File: src/rtl/ooo_result_engine_if.sv
// Request/retire bus of the out-of-order result engine.
// The master side issues requests; the slave side reports retired tags.
interface ooo_result_engine_if #(
   parameter int LAT_W = 3
);
   logic             vld_i;
   logic [LAT_W-1:0] in_lat;
   logic             in_rdy;
   logic             vld_o;
   logic [3:0]       result;
   logic [4:0]       occ;
   logic             drop;

   modport master (
      output vld_i, in_lat,
      input  in_rdy, vld_o, result, occ, drop
   );

   modport slave (
      input  vld_i, in_lat,
      output in_rdy, vld_o, result, occ, drop
   );
endinterface

File: src/rtl/ooo_result_engine.sv
// Out-of-order completion engine: tags requests from a wrapping counter, holds
// each in a slot for its latency and retires the lowest-index ready slot per edge.
module ooo_result_engine #(
   parameter int DEPTH = 8,
   parameter int LAT_W = 3
) (
   input logic                 clk,
   input logic                 rst,
   ooo_result_engine_if.slave  bus
);
   localparam int IW = (DEPTH > 1) ? $clog2(DEPTH) : 1;

   logic [DEPTH-1:0]            slot_vld;
   logic [DEPTH-1:0][3:0]       slot_tag;
   logic [DEPTH-1:0][LAT_W-1:0] slot_cnt;
   logic [3:0]                  tag_ctr;

   logic [DEPTH-1:0] elig;
   logic             ret_any;
   logic [IW-1:0]    ret_idx;
   logic [IW-1:0]    free_idx;
   logic             rdy;
   logic             accept;

   logic       vld_q;
   logic [3:0] result_q;
   logic [4:0] occ_q;
   logic       drop_q;

   // Reverse scans leave the lowest matching index as the winner.
   always_comb begin
      ret_any  = 1'b0;
      ret_idx  = '0;
      free_idx = '0;
      for (int i = 0; i < DEPTH; i++)
         elig[i] = slot_vld[i] && (slot_cnt[i] == '0);
      for (int i = DEPTH - 1; i >= 0; i--) begin
         if (elig[i]) begin
            ret_any = 1'b1;
            ret_idx = IW'(i);
         end
         if (!slot_vld[i])
            free_idx = IW'(i);
      end
   end

   assign rdy    = ~&slot_vld;
   assign accept = bus.vld_i & rdy;

   // Allocation reads pre-edge slot_vld, so a retiring slot is never the free one.
   always_ff @(posedge clk) begin
      if (rst) begin
         slot_vld <= '0;
         slot_tag <= '0;
         slot_cnt <= '0;
         tag_ctr  <= '0;
         vld_q    <= 1'b0;
         result_q <= '0;
         occ_q    <= '0;
         drop_q   <= 1'b0;
      end else begin
         for (int i = 0; i < DEPTH; i++)
            if (slot_vld[i] && (slot_cnt[i] != '0))
               slot_cnt[i] <= slot_cnt[i] - 1'b1;
         if (ret_any)
            slot_vld[ret_idx] <= 1'b0;
         if (accept) begin
            slot_vld[free_idx] <= 1'b1;
            slot_tag[free_idx] <= tag_ctr;
            slot_cnt[free_idx] <= bus.in_lat;
            tag_ctr            <= tag_ctr + 4'd1;
         end
         vld_q <= ret_any;
         if (ret_any)
            result_q <= slot_tag[ret_idx];
         occ_q  <= occ_q + 5'(accept) - 5'(ret_any);
         drop_q <= bus.vld_i & ~rdy;
      end
   end

   assign bus.in_rdy = rdy;
   assign bus.vld_o  = vld_q;
   assign bus.result = result_q;
   assign bus.occ    = occ_q;
   assign bus.drop   = drop_q;
endmodule

File: src/flat_wrapper.sv
// flat-port wrapper written by rule: the top's interface ports become plain ports
module ooo_result_engine_flat 
#(
   parameter int DEPTH = 8,
   parameter int LAT_W = 3
)
  (clk, rst, bus_vld_i, bus_in_lat, bus_in_rdy, bus_vld_o, bus_result, bus_occ, bus_drop);
  ooo_result_engine_if #(.LAT_W(LAT_W)) bus_i ();
  input logic clk;
  input logic rst;
  input wire logic [$bits(bus_i.vld_i)-1:0] bus_vld_i;
  input wire logic [$bits(bus_i.in_lat)-1:0] bus_in_lat;
  output wire logic [$bits(bus_i.in_rdy)-1:0] bus_in_rdy;
  output wire logic [$bits(bus_i.vld_o)-1:0] bus_vld_o;
  output wire logic [$bits(bus_i.result)-1:0] bus_result;
  output wire logic [$bits(bus_i.occ)-1:0] bus_occ;
  output wire logic [$bits(bus_i.drop)-1:0] bus_drop;
  assign bus_i.vld_i = bus_vld_i;
  assign bus_i.in_lat = bus_in_lat;
  assign bus_in_rdy = bus_i.in_rdy;
  assign bus_vld_o = bus_i.vld_o;
  assign bus_result = bus_i.result;
  assign bus_occ = bus_i.occ;
  assign bus_drop = bus_i.drop;
  ooo_result_engine #(.DEPTH(DEPTH), .LAT_W(LAT_W)) u_core (.clk(clk), .rst(rst), .bus(bus_i));
endmodule
File: config.mk
export PLATFORM = sky130hd
export DESIGN_NAME = ooo_result_engine_flat
export DESIGN_NICKNAME = d
export VERILOG_FILES = /design/src/rtl/ooo_result_engine_if.sv /design/src/rtl/ooo_result_engine.sv /design/src/flat_wrapper.sv
export SDC_FILE = /design/constraint.sdc
export NUM_CORES = 1
export LEC_CHECK = 0
export BUFFER_PORTS_ARGS = -buffer_cell sky130_fd_sc_hd__buf_4
export CORE_ASPECT_RATIO = 2
export CORE_UTILIZATION = 45
export CTS_BUF_LIST = sky130_fd_sc_hd__clkbuf_8
export DETAILED_ROUTE_END_ITERATION = 8
export GPL_ROUTABILITY_DRIVEN = 0
export REMOVE_ABC_BUFFERS = 1
export SLEW_MARGIN = 20
export SYNTH_ARGS = -nofsm -noshare
export SYNTH_HDL_FRONTEND = slang
export SYNTH_SLANG_ARGS = --single-unit
File: constraint.sdc
create_clock -name clk -period 8.5 [get_ports clk]
set_input_delay 1.7 -clock clk [delete_from_list [all_inputs] [get_ports clk]]
set_output_delay 1.7 -clock clk [all_outputs]
set_load 0.01 [all_outputs]
==> tab_implementation.tex <==
\begin{tabular}{lr}
\hline
Metric & Value \\
\hline
\multicolumn{2}{l}{\textbf{STA}} \\
\quad Fin crit period & roughly 3.3 ns \\
\quad Fin Setup TNS & 0 ns \\
\quad FMAX & about 300 MHz \\
\quad Post-route setup slack & around 5.2 ns \\
\quad Worst-Margin Slew & about 1.1 ns \\
\quad RSZ-0062 raised after global routing & no \\
\quad Final cycle utilization of the critical path & 0.392 \\
\quad Final setup viols & 0 \\
\quad Relative slew margins & 0.243 \\
\quad Fin Clk Skew & $\sim$0.0072 ns \\
\quad Final hold vios & 0 \\
\quad Pins over their slew limit & 0 \\
\multicolumn{2}{l}{\textbf{Worst setup path}} \\
\quad WS Path Type & reg2reg \\
\quad Data arrival, critical path & $\sim$3.6 ns \\
\quad Crit path capture type & register \\
\quad Worst Reg2Reg Path Length in Cells & 14 \\
\quad Highest net fanout along the worst path & 8 \\
\quad Data required time at the worst endpoint & 8.72 ns \\
\quad Flop2flop setup slack & 5.17 ns \\
\quad FF-to-FF End & u\_core.bus.occ[4] \\
\quad Startpoint type of the worst setup path & register \\
\quad Origin of the critical flop-to-flop path & u\_core.slot\_cnt[6] \\
\multicolumn{2}{l}{\textbf{Logic synthesis}} \\
\quad Portion of synthesized cell area occupied by the leading cell type & 0.396 \\
\quad Yosys warnings & 0 \\
\quad Asr flop ratio synth & 0 \\
\quad Netlist area before placement & about 0.004 mm² \\
\quad Number of distinct library cells after synthesis & 48 \\
\quad Main area contributors after synthesis & dfxtp\_1 (40\%), mux2i\_1 (8.3\%), ha\_1 (6.9\%) \\
\quad Most used DFF post-synth & dfxtp\_1 \\
\quad \#FFs+latches synth & slightly below 80 \\
\quad Number of flops mapped to enable cells by yosys & 0 \\
\quad Post-Synthesis Cells & 463 \\
\quad Top cell type by total area after synthesis & dfxtp\_1 \\
\quad Mean instance size in the synthesized netlist & roughly 8.6 µm² \\
\quad Portion of the post-synthesis area used by sequential elements & 0.396 \\
\multicolumn{2}{l}{\textbf{Cells and area}} \\
\quad Total area of multi-input combinational cells & 0.00218 mm² \\
\quad Highest-count cells in the layout ignoring fill and taps & dfxtp\_1 (79), nor2\_1 (61), nand2\_1 (44), inv\_1 (36), mux2i\_1 (33) \\
\quad Fraction of final layout cells with drive strength greater than 1 & 0.108 \\
\quad Count of fill cells added during filler insertion & 889 \\
\quad Final standard cell utilization of the core & 0.504 \\
\quad Relative area change from synthesis to final layout & 9.05\% \\
\quad Most common cell after layout, fill and taps aside & dfxtp\_1 \\
\quad Final net count & about 500 \\
\quad Register cell area after layout & 0.00158 mm² \\
\quad Post-route insts no fill & approximately 570 \\
\quad Antenna diode count & 0 \\
\multicolumn{2}{l}{\textbf{Global routing}} \\
\quad Global routing usage summed across all routing layers & 0.231 \\
\quad Overflow left after global routing & 0 \\
\quad Pin count of the biggest net entering global routing & between 70 and 80 \\
\quad Number of antenna violations at the first check in global routing & 0 \\
\quad Vias in the first global route & 3007 \\
\quad Wire length of the first global-routing pass & between 15000 and 20000 µm \\
\multicolumn{2}{l}{\textbf{Route}} \\
\quad Mean routed wirelength per cell & roughly 17 µm \\
\quad DR DRC count & 0 \\
\quad Post-detailed-routing wire length & between 9000 and 10000 µm \\
\quad Post-DR vias/cell & about 5.6 \\
\quad Post-route antenna net violation count & 0 \\
\quad DR pass1 iterations & 4 \\
\quad DRT iter0 DRCs & between 150 and 200 \\
\quad Via count & approximately 3.2k \\
\multicolumn{2}{l}{\textbf{Clock network}} \\
\quad \# clock sinks & 79 \\
\quad Number of buffers inserted during clock tree synthesis & 9 \\
\quad Hold Buf Count CTS & 0 \\
\quad Later-pin clock latency in the skew report & between 0.3 and 0.4 ns \\
\quad Clock tree from TritonCTS & built \\
\quad Maximum count of clock buffers along a single path & 2 \\
\quad Number of buffers inserted to repair setup after CTS & 0 \\
\quad Clock root buffer & clkbuf\_8 \\
\quad Total of cells resized after clock tree synthesis & 0 \\
\quad Clock transition at path regs & 0.08 ns \\
\quad Depth of the CTS H-tree & 3 \\
\multicolumn{2}{l}{\textbf{Floorplan}} \\
\quad Total I/O pin count & 18 \\
\quad Die area & around 0.0093 mm² \\
\quad Starting utilization of the core area & 0.462 \\
\quad Core Footprint & roughly 0.0086 mm² \\
\quad Horizontal die dimension & 68.6 µm \\
\quad Standard-cell rows & 48 \\
\quad Die outline height & 135 µm \\
\multicolumn{2}{l}{\textbf{Min path}} \\
\quad Worst min-delay path startpoint & u\_core.slot\_tag[4] \\
\quad Min-Delay Path Class & reg2reg \\
\quad Cell count of the worst hold path & 2 \\
\quad End point of the most critical hold path & u\_core.slot\_tag[4] \\
\multicolumn{2}{l}{\textbf{Power and ir drop}} \\
\quad Power density of the placed cells & 196 mW/mm² \\
\quad Worst vdd rail ir drop & 106 µV \\
\quad Lkg Pwr & 1.80 nW \\
\multicolumn{2}{l}{\textbf{Placement}} \\
\quad Pre-CTS worst setup slack & 5.07 ns \\
\quad Total placed cells including tap cells & approximately 560 \\
\quad Detailed placer's ending HPWL & $\sim$6900 µm \\
\quad Count of buffers inserted at the top-level ports & 17 \\
\multicolumn{2}{l}{\textbf{Job}} \\
\quad Max-cap violations & 0 \\
\multicolumn{2}{l}{\textbf{Outcome}} \\
\quad Outcome & complete, no violations \\
\hline
\end{tabular}
==> sequential cells by signal (all words and copies together) (netlist names) <==
name,count
u_core.bus.occ,5
u_core.tag_ctr,4
u_core.bus.drop,1
u_core.slot_vld,8
u_core.slot_cnt,24
u_core.slot_tag,32
u_core.bus.vld_o,1
u_core.bus.result,4
==> routing by layer <==
metal	wire length (µm)	vias to the layer above	GRT usage
met1	3730	1506	0.256
met5	0	-	0
met2	5280	60	0.401
li1	-	1595	-
met3	267	20	0.0412
met4	303	0	0.122
==> Yosys cell counts (all sizes together), types with 5 or more instances <==
library cell  instances
a211oi               18
a21oi                30
buf                   9
clkbuf               17
dfxtp                79
ha                   22
inv                  33
mux2i                33
nand2                45
nand3                 6
nand3b                5
nor2                 62
nor2b                 9
nor3                 10
o21ai                25
xnor2                11
==> area by class of cell <==
class	instances	area share
clock buffers	9	0.0284
multi-input cells	325	0.500
flip-flops and latches	79	0.363
inverters	33	0.0284
well taps	100	0.0287
repair buffers	19	0.0327
clock inverters	7	0.0187
==> worst max-delay path by stage <==
stage,cells after the start,slack (ns),end,from
floorplan,5,5.21,u_core.slot_cnt[18],bus_vld_i
global placement,8,5.11,u_core.bus.occ[4],bus_vld_i
detailed placement,8,5.07,u_core.bus.occ[4],bus_vld_i
CTS,14,5.16,u_core.bus.occ[4],u_core.slot_cnt[9]
global route,14,4.95,u_core.bus.occ[4],u_core.slot_cnt[10]
finish,14,5.17,u_core.bus.occ[4],u_core.slot_cnt[6]
==> power by group <==
group          total, mW  leakage [nW]  switching [mW]  internal [mW]
combinational      0.154          1.04          0.0816         0.0722
clock              0.295         0.117           0.133          0.161
sequential         0.406         0.640          0.0172          0.388
total              0.854          1.80           0.232          0.622
==> metrics by stage <==
stage               area [µm²]  power (mW)  hold WS [ns]
finish                    4360       0.854         0.460
global route              4360       0.897         0.479
CTS                       4360       0.864         0.462
detailed placement        4150       0.569         0.451
global placement          4150       0.566         0.444
floorplan                 3880       0.514         0.430
==> logic make-up after synthesis <==
logic type,share of synthesized area
and+or+nand+nor,0.192
AOI/OAI and AO/OA,0.164
DFF,0.396
buffers and inverters,0.0589
muxes,0.0827
adders and majority gates,0.0739
xor gates and xnor gates,0.0329
==> critical path, stage by stage (launching register included) <==
cell	delay, ns
dfxtp_1	0.31
inv_1	0.07
ha_1	0.23
nand3b_1	0.20
nand2_1	0.22
nor2_1	0.35
nand2_1	0.27
ha_1	0.34
inv_1	0.04
ha_1	0.21
fa_1	0.41
a21o_1	0.20
a21oi_1	0.17
xnor2_1	0.13
nor2_1	0.05
Power figures use the tool's default switching activity.
